[src/rtl/hazard_ctrl_unit.sv]
// Hazard and forwarding controller for the 5-stage pipeline.
// Ports: ID sources, EX / EX-MEM / MEM-WB destination info, branch_taken, mem_busy in;
//        fwd_sel_*/fwd_data_*, stall_if, bubble_ex, freeze, flush_*, lu_active, counters out.
module hazard_ctrl_unit #(
    parameter int DATA_W   = 32,
    parameter int REG_AW   = 4,
    parameter int LOAD_LAT = 1,
    parameter int CNT_W    = 16,
    parameter int ZERO_REG = 1
) (
    input  logic              clk,
    input  logic              rst,
    input  logic [REG_AW-1:0] id_ra,
    input  logic [REG_AW-1:0] id_rb,
    input  logic              id_ra_used,
    input  logic              id_rb_used,
    input  logic [REG_AW-1:0] ex_rd,
    input  logic              ex_we,
    input  logic              ex_load,
    input  logic [REG_AW-1:0] exmem_rd,
    input  logic              exmem_we,
    input  logic              exmem_load,
    input  logic [DATA_W-1:0] exmem_alu_result,
    input  logic [REG_AW-1:0] memwb_rd,
    input  logic              memwb_we,
    input  logic [DATA_W-1:0] memwb_result,
    input  logic              branch_taken,
    input  logic              mem_busy,
    output logic [1:0]        fwd_sel_a,
    output logic [1:0]        fwd_sel_b,
    output logic [DATA_W-1:0] fwd_data_a,
    output logic [DATA_W-1:0] fwd_data_b,
    output logic              stall_if,
    output logic              bubble_ex,
    output logic              freeze,
    output logic              flush_ifid,
    output logic              flush_idex,
    output logic              lu_active,
    output logic [CNT_W-1:0]  stall_count,
    output logic [CNT_W-1:0]  flush_count
);

    typedef enum logic {
        IDLE,
        LU_STALL
    } state_e;

    localparam logic [2:0] LAT_M1 = 3'(LOAD_LAT - 1);

    state_e           state_q, state_d;
    logic [2:0]       cnt_q, cnt_d;
    logic [CNT_W-1:0] stall_count_q, stall_count_d;
    logic [CNT_W-1:0] flush_count_q, flush_count_d;
    logic             lu_hazard;

    function automatic logic src_match(
        input logic [REG_AW-1:0] src,
        input logic              used,
        input logic [REG_AW-1:0] rd,
        input logic              we
    );
        return used && we && (rd == src) && !((ZERO_REG == 1) && (rd == '0));
    endfunction

    // Forwarding: EX/MEM wins over MEM/WB; a load in EX/MEM has no data yet.
    always_comb begin
        fwd_sel_a = 2'b00;
        fwd_sel_b = 2'b00;
        if (!rst) begin
            if (src_match(id_ra, id_ra_used, exmem_rd, exmem_we) && !exmem_load)
                fwd_sel_a = 2'b01;
            else if (src_match(id_ra, id_ra_used, memwb_rd, memwb_we))
                fwd_sel_a = 2'b10;
            if (src_match(id_rb, id_rb_used, exmem_rd, exmem_we) && !exmem_load)
                fwd_sel_b = 2'b01;
            else if (src_match(id_rb, id_rb_used, memwb_rd, memwb_we))
                fwd_sel_b = 2'b10;
        end
        fwd_data_a = (fwd_sel_a == 2'b01) ? exmem_alu_result : memwb_result;
        fwd_data_b = (fwd_sel_b == 2'b01) ? exmem_alu_result : memwb_result;
    end

    assign lu_hazard = ex_load &&
                       (src_match(id_ra, id_ra_used, ex_rd, ex_we) ||
                        src_match(id_rb, id_rb_used, ex_rd, ex_we));

    // Priority: reset > mem_busy > branch > ongoing stall > new load-use.
    always_comb begin
        state_d    = state_q;
        cnt_d      = cnt_q;
        stall_if   = 1'b0;
        bubble_ex  = 1'b0;
        freeze     = 1'b0;
        flush_ifid = 1'b0;
        flush_idex = 1'b0;
        if (rst) begin
            state_d = IDLE;
            cnt_d   = '0;
        end else if (mem_busy) begin
            freeze   = 1'b1;
            stall_if = 1'b1;
        end else if (branch_taken) begin
            flush_ifid = 1'b1;
            flush_idex = 1'b1;
            state_d    = IDLE;
            cnt_d      = '0;
        end else if (state_q == LU_STALL) begin
            stall_if  = 1'b1;
            bubble_ex = 1'b1;
            // Last owed cycle once the count would reach zero.
            if (cnt_q <= 3'd1) begin
                state_d = IDLE;
                cnt_d   = '0;
            end else begin
                cnt_d = cnt_q - 3'd1;
            end
        end else if (lu_hazard) begin
            stall_if  = 1'b1;
            bubble_ex = 1'b1;
            cnt_d     = LAT_M1;
            state_d   = (LOAD_LAT > 1) ? LU_STALL : IDLE;
        end
    end

    always_comb begin
        stall_count_d = stall_count_q;
        flush_count_d = flush_count_q;
        if (stall_if && (stall_count_q != '1))
            stall_count_d = stall_count_q + 1'b1;
        if (flush_ifid && (flush_count_q != '1))
            flush_count_d = flush_count_q + 1'b1;
    end

    always_ff @(posedge clk) begin
        if (rst) begin
            state_q       <= IDLE;
            cnt_q         <= '0;
            stall_count_q <= '0;
            flush_count_q <= '0;
        end else begin
            state_q       <= state_d;
            cnt_q         <= cnt_d;
            stall_count_q <= stall_count_d;
            flush_count_q <= flush_count_d;
        end
    end

    assign lu_active   = !rst && (state_q == LU_STALL);
    assign stall_count = stall_count_q;
    assign flush_count = flush_count_q;

endmodule

[config.mk]
export PLATFORM = sky130hd
export DESIGN_NAME = hazard_ctrl_unit
export DESIGN_NICKNAME = d
export VERILOG_FILES = /design/src/rtl/hazard_ctrl_unit.sv
export SDC_FILE = /design/constraint.sdc
export NUM_CORES = 1
export LEC_CHECK = 0
export ABC_CLOCK_PERIOD_IN_PS = 3190
export CORE_ASPECT_RATIO = 1.4
export CORE_MARGIN = 2
export CORE_UTILIZATION = 36
export CTS_BUF_LIST = sky130_fd_sc_hd__clkbuf_8
export CTS_CLUSTER_SIZE = 25
export DETAILED_ROUTE_END_ITERATION = 12
export MAX_ROUTING_LAYER = met4
export PLACE_DENSITY = 0.83
export SKIP_LAST_GASP = 1
export SYNTH_ARGS = -nofsm -noshare
export SYNTH_HDL_FRONTEND = slang
export SYNTH_SLANG_ARGS = --single-unit
[constraint.sdc]
create_clock -name clk -period 3.19 [get_ports clk]
set_clock_uncertainty 0.15 [all_clocks]
set_input_delay 0.7975 -clock clk [delete_from_list [all_inputs] [get_ports clk]]
set_output_delay 0.7975 -clock clk [all_outputs]
set_load 0.02 [all_outputs]
==> out/results.ini <==
[routing]
finalWirelength_um = 14000
detailroute.via_count = 3660
vias_per_cell = 5.27
drc = 0
first_pass_iters = 4
drt_iter0_drc = 136
wl_per_cell_um = 20.2
drtAntennaViolNets = 0

[place]
hpwl_um = 9850
place_area_um2 = 5270
port_buffers = 200
gp_congestion = 0.886

[final_layout]
syn_to_final_growth_pct = 113
n_fill_cell = 497
drive_gt1_frac = 0.427
nets = 688
layout_commonest_cell = clkdlybuf4s50_1
fin_area_um2 = 6070
final_cell_mix = clkdlybuf4s50_1 (100), buf_6 (75), buf_4 (60)

[clock_tree]
cts.clk_slew.worst_paths_ps = 70
cts_hold_buf = 0
cts-root-buf = clkbuf_8
cts_tree = done
numCtsBuffers = 5
numClockSinks = 36
htreeDepth = 2
ctsLongestPathBuffers = 2
clk_latency_ps = 290

[die]
io_pins = 201
initial_core_util = 0.369
die_height_um = 109
die_area_um2 = 8680
fp.coreArea_um2 = 7750
row_count = 38
die_w_um = 79.3

[synthesis]
syn_nets = 424
synth_ff_type = dfxtp_1
ys_types = 44
yosys_register_bits = 36
synth.yosys.seq_area_share = 0.252
synth_area_leaders = dfxtp_1 (25%), mux2_2 (25%), xnor2_1 (6.1%)
synthCells = 325
synth-edff-count = 0
synth_top_area_share = 0.252
async_flop_share = 0
ys_warn_count = 0
syn-mean-instance-area_um2 = 8.79
synth_area_leader_cell = dfxtp_1
netlist_area_um2 = 2860

[setup_path]
slowest_delay_ps = 520
worstPathRequired_ps = 2240
cp.arrival_ps = 2510
cp-end-kind = output pin
critPathKind = primary input to output pin
reg2reg_from = stall_count[9]
r2r_slack_ps = 910
reg2reg_to = stall_count[15]
reg2reg_depth = 6
path_cells = buf_6, or4_4, nand3b_1, buf_4, nor4_4, buf_4, buf_12, mux2_4, buf_6
critPathLaunchType = primary input
crit_fanout = 8
critPathSlowestCell = or4_4

[sta]
slew_viol_final = 0
slew-limit-headroom = 0.605
hold_ws_ps = 335
worstMarginPinSlew_ps = 588
timing.fmax_mhz = 290
grt_setup_unrepaired = yes
period_needed_ps = 3450
fin_crit_sh = 1.08
finalSetupViolCount = 65
setup_slack_ps = -264
timing.final.hold_violations = 0

[status]
status = complete, but fails checks
failed_checks = setup timing

[grt]
grt_max_degree = 36
grt.overflow.total = 0
track_usage = 0.322
grt_pass1_vias = 3922
grt_pass1_wl_um = 20600
grt_antenna_before_repair = 5

[pwr]
finalPower_uw = 1330
p_leak_uw = 0.00259
pwr_density_cell_nw_per_um2 = 220
vdd_ir_drop_max_uv = 268

[flow_run]
cap_violations = 0

[hold_path]
whs_path_depth = 2
holdPathEnd = cnt_q[2]
hp-class = register to register
hp-start = cnt_q[2]

[worst max-delay path: cells and delay by family]
family,cells,cell delay (ps)
buffers and inverters,5,680
muxes,1,320
and+or+nand+nor,3,690
[where the power goes]
part | internal [uW] | switching [uW]
clock network | 170 | 164
registers | 452 | 3.78
logic | 313 | 231
[flip-flops by register name, indices dropped and copies added, names as in the netlist]
signal / cells
state_q: 1
stall_count: 16
flush_count: 16
cnt_q: 3
[synthesized netlist by cell type (all sizes together) (2+ instances only)]
| cell type | count |
|---|---|
| ha | 4 |
| nand2 | 24 |
| and4 | 3 |
| inv | 9 |
| a31oi | 3 |
| or3 | 6 |
| or4 | 3 |
| nand3 | 17 |
| nand4 | 7 |
| xnor2 | 20 |
| a311oi | 2 |
| a21oi | 9 |
| o31ai | 5 |
| o21bai | 3 |
| nor2 | 29 |
| nor3 | 6 |
| o2111ai | 3 |
| nor4 | 4 |
| mux2i | 4 |
| o21ai | 9 |
| clkbuf | 5 |
| mux2 | 64 |
| and2 | 2 |
| xor2 | 20 |
| and3 | 7 |
| dfxtp | 36 |
| buf | 8 |
| o211ai | 5 |
[stage by stage]
| step | util | TNS [ps] | std cells | setup slack (ps) |
|---|---|---|---|---|
| 4_1_cts | 0.765 | -17360 | 688 | -348 |
| 6_report | 0.784 | -15590 | 695 | -264 |
| 3_5_place_dp | 0.680 | -65970 | 653 | -956 |
| 5_1_grt | 0.784 | -17830 | 695 | -295 |
| 2_1_floorplan | - | 0 | 325 | 4.94 |
| 3_3_place_gp | 0.680 | -63590 | 653 | -933 |
[kinds of logic after synthesis]
| logic type | count (synthesis) | share of synthesized area |
|---|---|---|
| buffers and inverters | 22 | 0.0328 |
| xor gates and xnor gates | 40 | 0.123 |
| muxes | 68 | 0.266 |
| and+or+nand+nor | 111 | 0.200 |
| adders and majority gates | 4 | 0.0175 |
| DFF | 36 | 0.252 |
| AOI/OAI and AO/OA | 44 | 0.109 |
[final cells by class]
type / count / area, um^2 / area share
inverters: 9 / 33.8 / 0.00556
well taps: 100 / 125 / 0.0206
multi-input cells: 267 / 2400 / 0.395
flip-flops and latches: 36 / 721 / 0.119
diodes: 5 / 12.5 / 0.00206
clock inverters: 2 / 7.51 / 0.00124
clock buffers: 6 / 82.6 / 0.0136
repair buffers: 270 / 2700 / 0.444
[what timing repair did]
action	CTS	global route
pin swaps	16	22
resized for setup	517	75
setup buffers	22	7
endpoints found under the setup margin	74	75
cloned	6	0
[how the worst max path moves through the flow]
stage	slack (ps)	cells past startpoint	to	from
after floorplan	5	5	fwd_data_b[22]	exmem_rd[1]
after global placement	-930	7	fwd_sel_a[1]	exmem_rd[1]
after detailed placement	-960	7	fwd_sel_a[1]	exmem_rd[1]
after CTS	-350	9	fwd_data_b[7]	exmem_rd[3]
after global routing	-300	9	fwd_data_b[12]	exmem_rd[3]
final	-260	9	fwd_data_b[0]	exmem_rd[3]
[layer usage]
layer	wire, um	GRT usage	share of wire	vias to the layer above
met1	5230	0.318	0.37	1746
met5	0	-	0	-
met4	232	0.0813	0.017	0
met3	1170	0.0993	0.083	19
li1	-	-	-	1720
met2	7400	0.607	0.53	175
Note: power is estimated with default switching activity, not from simulation.
==> edit 1 (same settings) <==
Set the parameter `REG_AW` to 5 (it was 4).
--- a/src/rtl/hazard_ctrl_unit.sv
+++ b/src/rtl/hazard_ctrl_unit.sv
@@ -3,7 +3,7 @@
 //        fwd_sel_*/fwd_data_*, stall_if, bubble_ex, freeze, flush_*, lu_active, counters out.
 module hazard_ctrl_unit #(
     parameter int DATA_W   = 32,
-    parameter int REG_AW   = 4,
+    parameter int REG_AW   = 5,
     parameter int LOAD_LAT = 1,
     parameter int CNT_W    = 16,
     parameter int ZERO_REG = 1
Interface: changed (5 resized); port bits go from 201 to 206. No check against the original RTL was run, so the function may have changed too.
==> edit 1 against the unedited design <==
  * The run still ends with negative setup slack left
  * Critical path depth rose by 1
  * Wire length up 26%
  * Total power up 3.6%
  * Worst setup slack got worse by 0.19 ns
  * Area after synthesis rose by 4.9%
  * Register-to-register slack worse by 0.18 ns
  * Design area grew 8.1%
  * Hold slack lost 0.014 ns
  * Sequential share of layout area fell by 0.89 points
  * Sequential cell count is the same
  * Final cell count rose by 7.6%
  * Critical path type unchanged
==> edit 1: results (changes against the unedited design) <==
----------------------------------------------------
[Yosys]
  Post-synthesis share of cell area spent on xor and xnor gates ... 12.6% (was 12.3%)
  Distinct cell type count after synthesis ... 49 (was 44)
  Share of synthesized area spent on multiplexers ... 25.1% (was 26.6%)
  Number of instances in the synthesized netlist ... 343 (was 325)
  Number of nets in the synthesized netlist ... 447 (was 424)
  Synth Area in Adders ... 1.67% (was 1.75%)

[Placed design]
  # port buffers ... 205 (was 200)
  Half-perimeter wire length after placement ... 11000 µm (was 9850 µm)
  Placed cell count ... 678 (was 653)
  Post-Place Worst Slack ... -1.07 ns (was -0.956 ns)
  Cell area after placement ... 0.00547 mm² (was 0.00527 mm²)
  Final RePlAce weighted congestion ... 0.977 (was 0.886)

[Power and ir drop]
  Max rail drop VDD ... 0.373 mV (was 0.268 mV)
  Leakage power ... 2.71 nW (was 2.59 nW)
  Internal power contribution ... 0.953 mW (was 0.935 mW)

[Run status]
  Failing checks ... negative setup slack (unchanged)
  Result of the run ... finished, violations left (unchanged)

[Critical path]
  Data arrival time of the critical path ... 2.70 ns (was 2.51 ns)
  Largest delay contributor family on the critical path ... buffers and inverters (was simple AND/OR/NAND/NOR gates)
  Biggest cell delay along the critical path ... 0.54 ns (was 0.52 ns)

[Final layout]
  Number of fill cells ... 459 (was 497)
  Share of layout cells above drive strength 1 ... 47.7% (was 42.7%)
  Net total in the final layout ... 743 (was 688)

[Routing]
  DR WL/cell ... 23.7 µm (was 20.2 µm)
  Starting DRC count in detailed routing ... 196 (was 136)
  Final Routed Wirelength ... 17800 µm (was 14000 µm)

[Global route]
  Antenna violations before repair ... 6 (was 5)
  GRT Util Overall ... 34.7% (was 32.2%)
  Number of global-route vias before repair ... 4241 (was 3922)

[Timing]
  Number of failing setup endpoints in the final timing report ... 69 (was 65)
  Total Neg Setup Slack ... -23.61 ns (was -15.59 ns)
  Worst Setup Slack, final ... -0.458 ns (was -0.264 ns)

----------------------------------------------------
## edit 1: worst paths after layout
kind	endpoint	slack, ns	cells after the start	start
worst max-delay path	fwd_data_b[13]	-0.46	10	exmem_rd[2]
worst min-delay path	cnt_q[1]$_SDFFE_PP0P_	0.32	1	cnt_q[1]$_SDFFE_PP0P_
worst max register to register	stall_count[7]$_SDFFE_PP0P_	0.73	7	stall_count[0]$_SDFFE_PP0P_
worst min register to register	cnt_q[1]$_SDFFE_PP0P_	0.32	1	cnt_q[1]$_SDFFE_PP0P_
## edit 1: final cells by class
type | instances | share of cell area, %
diodes | 6 | 0.229
clock buffers | 6 | 1.26
clock inverters | 2 | 0.171
inverters | 9 | 0.514
multi-input cells | 284 | 38.4
flip-flops and latches | 36 | 11.0
well taps | 102 | 1.94
repair buffers | 303 | 46.6
## edit 1: timing repair
action / CTS / global route
gates cloned: 4 / 0
hold buffers: 0 / 0
setup endpoints to repair: 73 / 82
pin swaps: 25 / 17
buffers inserted: 44 / 12
resized for setup: 531 / 90
## edit 1: metal layers
| layer | up-vias | part of all wire [%] | GRT usage [%] | wire [µm] |
|---|---|---|---|---|
| li1 | 1858 | - | - | - |
| met1 | 1982 | 30 | 29.7 | 5340 |
| met2 | 290 | 50 | 60.9 | 8800 |
| met3 | 111 | 12 | 15.5 | 2200 |
| met4 | 0 | 8.0 | 18.9 | 1410 |
| met5 | - | 0 | - | 0 |
## edit 1: kinds of logic (layout without fill, tap and decap cells)
kind of cell             count (synthesis)  after routing
buffers and inverters                   23            320
multiplexers                            67             67
other                                    0              6
AND/OR/NAND/NOR                        115            115
flip-flops                              36             36
AO/OA/AOI/OAI                           55             55
XOR/XNOR                                43             43
adder cells (fa/ha/maj)                  4              4
## edit 1: power groups by stage
| stage | registers, mW | clock network, mW | logic [mW] |
|---|---|---|---|
| 2_1_floorplan | 0.468 | 0 | 0.174 |
| 4_1_cts | 0.455 | 0.338 | 0.526 |
| 3_3_place_gp | 0.466 | 0 | 0.470 |
| 3_5_place_dp | 0.466 | 0 | 0.475 |
| 5_1_grt | 0.456 | 0.349 | 0.616 |
| 6_report | 0.456 | 0.331 | 0.596 |
==> edit 2 (same settings) <==
Made on the original files. Register the output `flush_count` once more, cleared by the reset; this adds one clock of latency there. The other outputs are not delayed to match.
--- a/src/rtl/hazard_ctrl_unit.sv
+++ b/src/rtl/hazard_ctrl_unit.sv
@@ -147,7 +147,13 @@
 
     assign lu_active   = !rst && (state_q == LU_STALL);
     assign stall_count = stall_count_q;
-    assign flush_count = flush_count_q;
+    always_ff @(posedge clk) begin
+        if (rst) begin
+            flush_count <= '0;
+        end else begin
+            flush_count <= flush_count_q;
+        end
+    end
 
 endmodule
 
Behaviour: not the same (a bounded check fails within 4 cycles, from zero or initial values and one cycle with rst high).
==> edit 2 against the unedited design <==
  * Area after synthesis grew 19%
  * The run still ends with negative setup slack left
  * Worst setup slack lost 0.018 ns
  * Design area grew 5.8%
  * Wire length grew 5.9%
  * Critical path type unchanged
  * Sequential cell count grew 16
  * Total power grew 20%
  * Register-to-register slack lost 0.15 ns
==> edit 2: results (changes against the unedited design) <==
----------------------------------------------------
[Run status]
  Failing checks ... negative setup slack (unchanged)
  Result of the run ... finished, violations left (unchanged)

[Global route]
  Largest net degree at the start of global routing ... 26 (was 36)
  GRT Util Overall ... 28.3% (was 32.2%)
  Number of global-route vias before repair ... 4032 (was 3922)
  First-pass GRT wire length ... 21200 µm (was 20600 µm)

[Placed design]
  Final RePlAce weighted congestion ... 0.990 (was 0.886)
  Post-Place Worst Slack ... -1.01 ns (was -0.956 ns)
  Half-perimeter wire length after placement ... 11200 µm (was 9850 µm)

[Yosys]
  Synth area leaders ... dfxtp_1 (31%), mux2_2 (23%), xnor2_1 (5.2%) (was dfxtp_1 (25%), mux2_2 (25%), xnor2_1 (6.1%))
  Most common library cells after synthesis ... mux2_2 (69), dfxtp_1 (52), nor2_1 (27) (was mux2_2 (63), dfxtp_1 (36), nor2_1 (28))
  Post-synthesis share of cell area spent on xor and xnor gates ... 9.02% (was 12.3%)
  Fraction of synthesis flops using an asynchronous set or reset pin ... 0% (unchanged)
  Compound-Gate Fraction of Synth Area ... 8.95% (was 10.9%)
  Synth Area in Adders ... 1.47% (was 1.75%)
  Number of nets in the synthesized netlist ... 466 (was 424)
  Distinct cell type count after synthesis ... 45 (was 44)
  Share of synthesized area spent on multiplexers ... 22.9% (was 26.6%)
  Sequential element share of the synthesized area ... 30.6% (was 25.2%)

[Routing]
  Via/cell ratio ... 5.52 (was 5.27)
  Starting DRC count in detailed routing ... 339 (was 136)
  DR WL/cell ... 20.4 µm (was 20.2 µm)
  Number of iterations in the first detailed-routing pass ... 5 (was 4)

[Power and ir drop]
  Leakage power ... 2.61 nW (was 2.59 nW)
  Max rail drop VDD ... 0.139 mV (was 0.268 mV)

[Final layout]
  Net total in the final layout ... 717 (was 688)
  Share of layout cells above drive strength 1 ... 39.4% (was 42.7%)

[Critical path]
  Data arrival time of the critical path ... 2.52 ns (was 2.51 ns)
  Worst-path fanout max ... 6 (was 8)

[Timing]
  Relative max-transition margin ... 47.1% (was 60.5%)
  Number of failing setup endpoints in the final timing report ... 66 (was 65)
  Worst Setup Slack, final ... -0.282 ns (was -0.264 ns)

[Clock tree]
  Clock latency on the worst-skew pair ... 0.32 ns (was 0.29 ns)
  Clk pin slew, worst setup/hold paths ... 0.09 ns (was 0.07 ns)

----------------------------------------------------
==> edit 2: cell count changes in the layout (fill, tap and decap cells not counted), moves of 6 or more <==
cell and change:
buf_4 -9, dfxtp_1 +16, mux2_2 +18, mux2_4 -13, nand2_1 -9, nand3_1 +8, nor2b_1 +15, or4_1 +6
==> edit 2: power by group <==
group          total [mW]  switching [mW]  internal (mW)
sequential          0.654         0.00274          0.651
combinational       0.553           0.247          0.306
clock               0.395           0.221          0.173
==> edit 2: routing by layer <==
| layer | vias to the layer above | global-route usage, % | part of all wire [%] |
|---|---|---|---|
| met5 | - | - | 0 |
| met4 | 0 | 13.1 | 4.3 |
| met3 | 32 | 6.38 | 11 |
| met2 | 280 | 47.4 | 50 |
| met1 | 1861 | 31.5 | 35 |
| li1 | 1857 | - | - |
==> edit 2: cells by family (layout without fill, tap and decap cells) <==
family,count (synthesis),after routing
and+or+nand+nor,137,137
muxes,69,69
DFF,52,52
AOI/OAI and AO/OA,43,43
xor gates and xnor gates,35,35
buffers and inverters,27,279
adders and majority gates,4,4
other,0,1
==> edit 2: layout make-up <==
class | instances | area, µm²
Timing Repair Buffer | 262 | 2600
Multi-Input combinational cell | 288 | 2510
Antenna cell | 1 | 2.50
Clock buffer | 6 | 82.6
Clock inverter | 2 | 11.3
Inverter | 9 | 33.8
Sequential cell | 52 | 1040
Fill cell | 678 | 2880
Tap cell | 110 | 138
==> edit 2: worst paths after layout <==
path                                                    start                           to  slack [ns]  cells past startpoint
worst max-delay path                              exmem_rd[1]               fwd_data_b[20]       -0.28                      9
worst max register to register    stall_count[0]$_SDFFE_PP0P_  stall_count[3]$_SDFFE_PP0P_        0.76                      6
worst min register to register  flush_count_q[5]$_SDFFE_PP0P_    flush_count[5]$_SDFF_PP0_        0.35                      1
worst min-delay path            flush_count_q[5]$_SDFFE_PP0P_    flush_count[5]$_SDFF_PP0_        0.35                      1
==> edit 2: stage by stage <==
stage | cells | TNS [ns] | instance area (µm²) | utilization, %
2_1_floorplan | 367 | 0 | 3400 | -
5_1_grt | 730 | -17.45 | 6420 | 69.1
6_report | 730 | -14.28 | 6420 | 69.1
3_5_place_dp | 699 | -65.31 | 5770 | 62.0
4_1_cts | 732 | -18.46 | 6240 | 67.1
3_3_place_gp | 699 | -62.31 | 5770 | 62.0
==> edit 2: timing repair <==
item / 4_1_cts / 5_1_grt
cloned: 6 / 0
resized for setup: 465 / 95
endpoints found under the setup margin: 73 / 82
pin swaps: 10 / 17
setup buffers: 20 / 5
==> edit 2: worst max-delay path, stage by stage <==
cell,delay [ns]
buf_2,0.11
buf_4,0.14
xnor2_1,0.22
nand3_2,0.17
nor4_4,0.27
buf_4,0.20
buf_8,0.13
mux2_2,0.35
buf_6,0.13
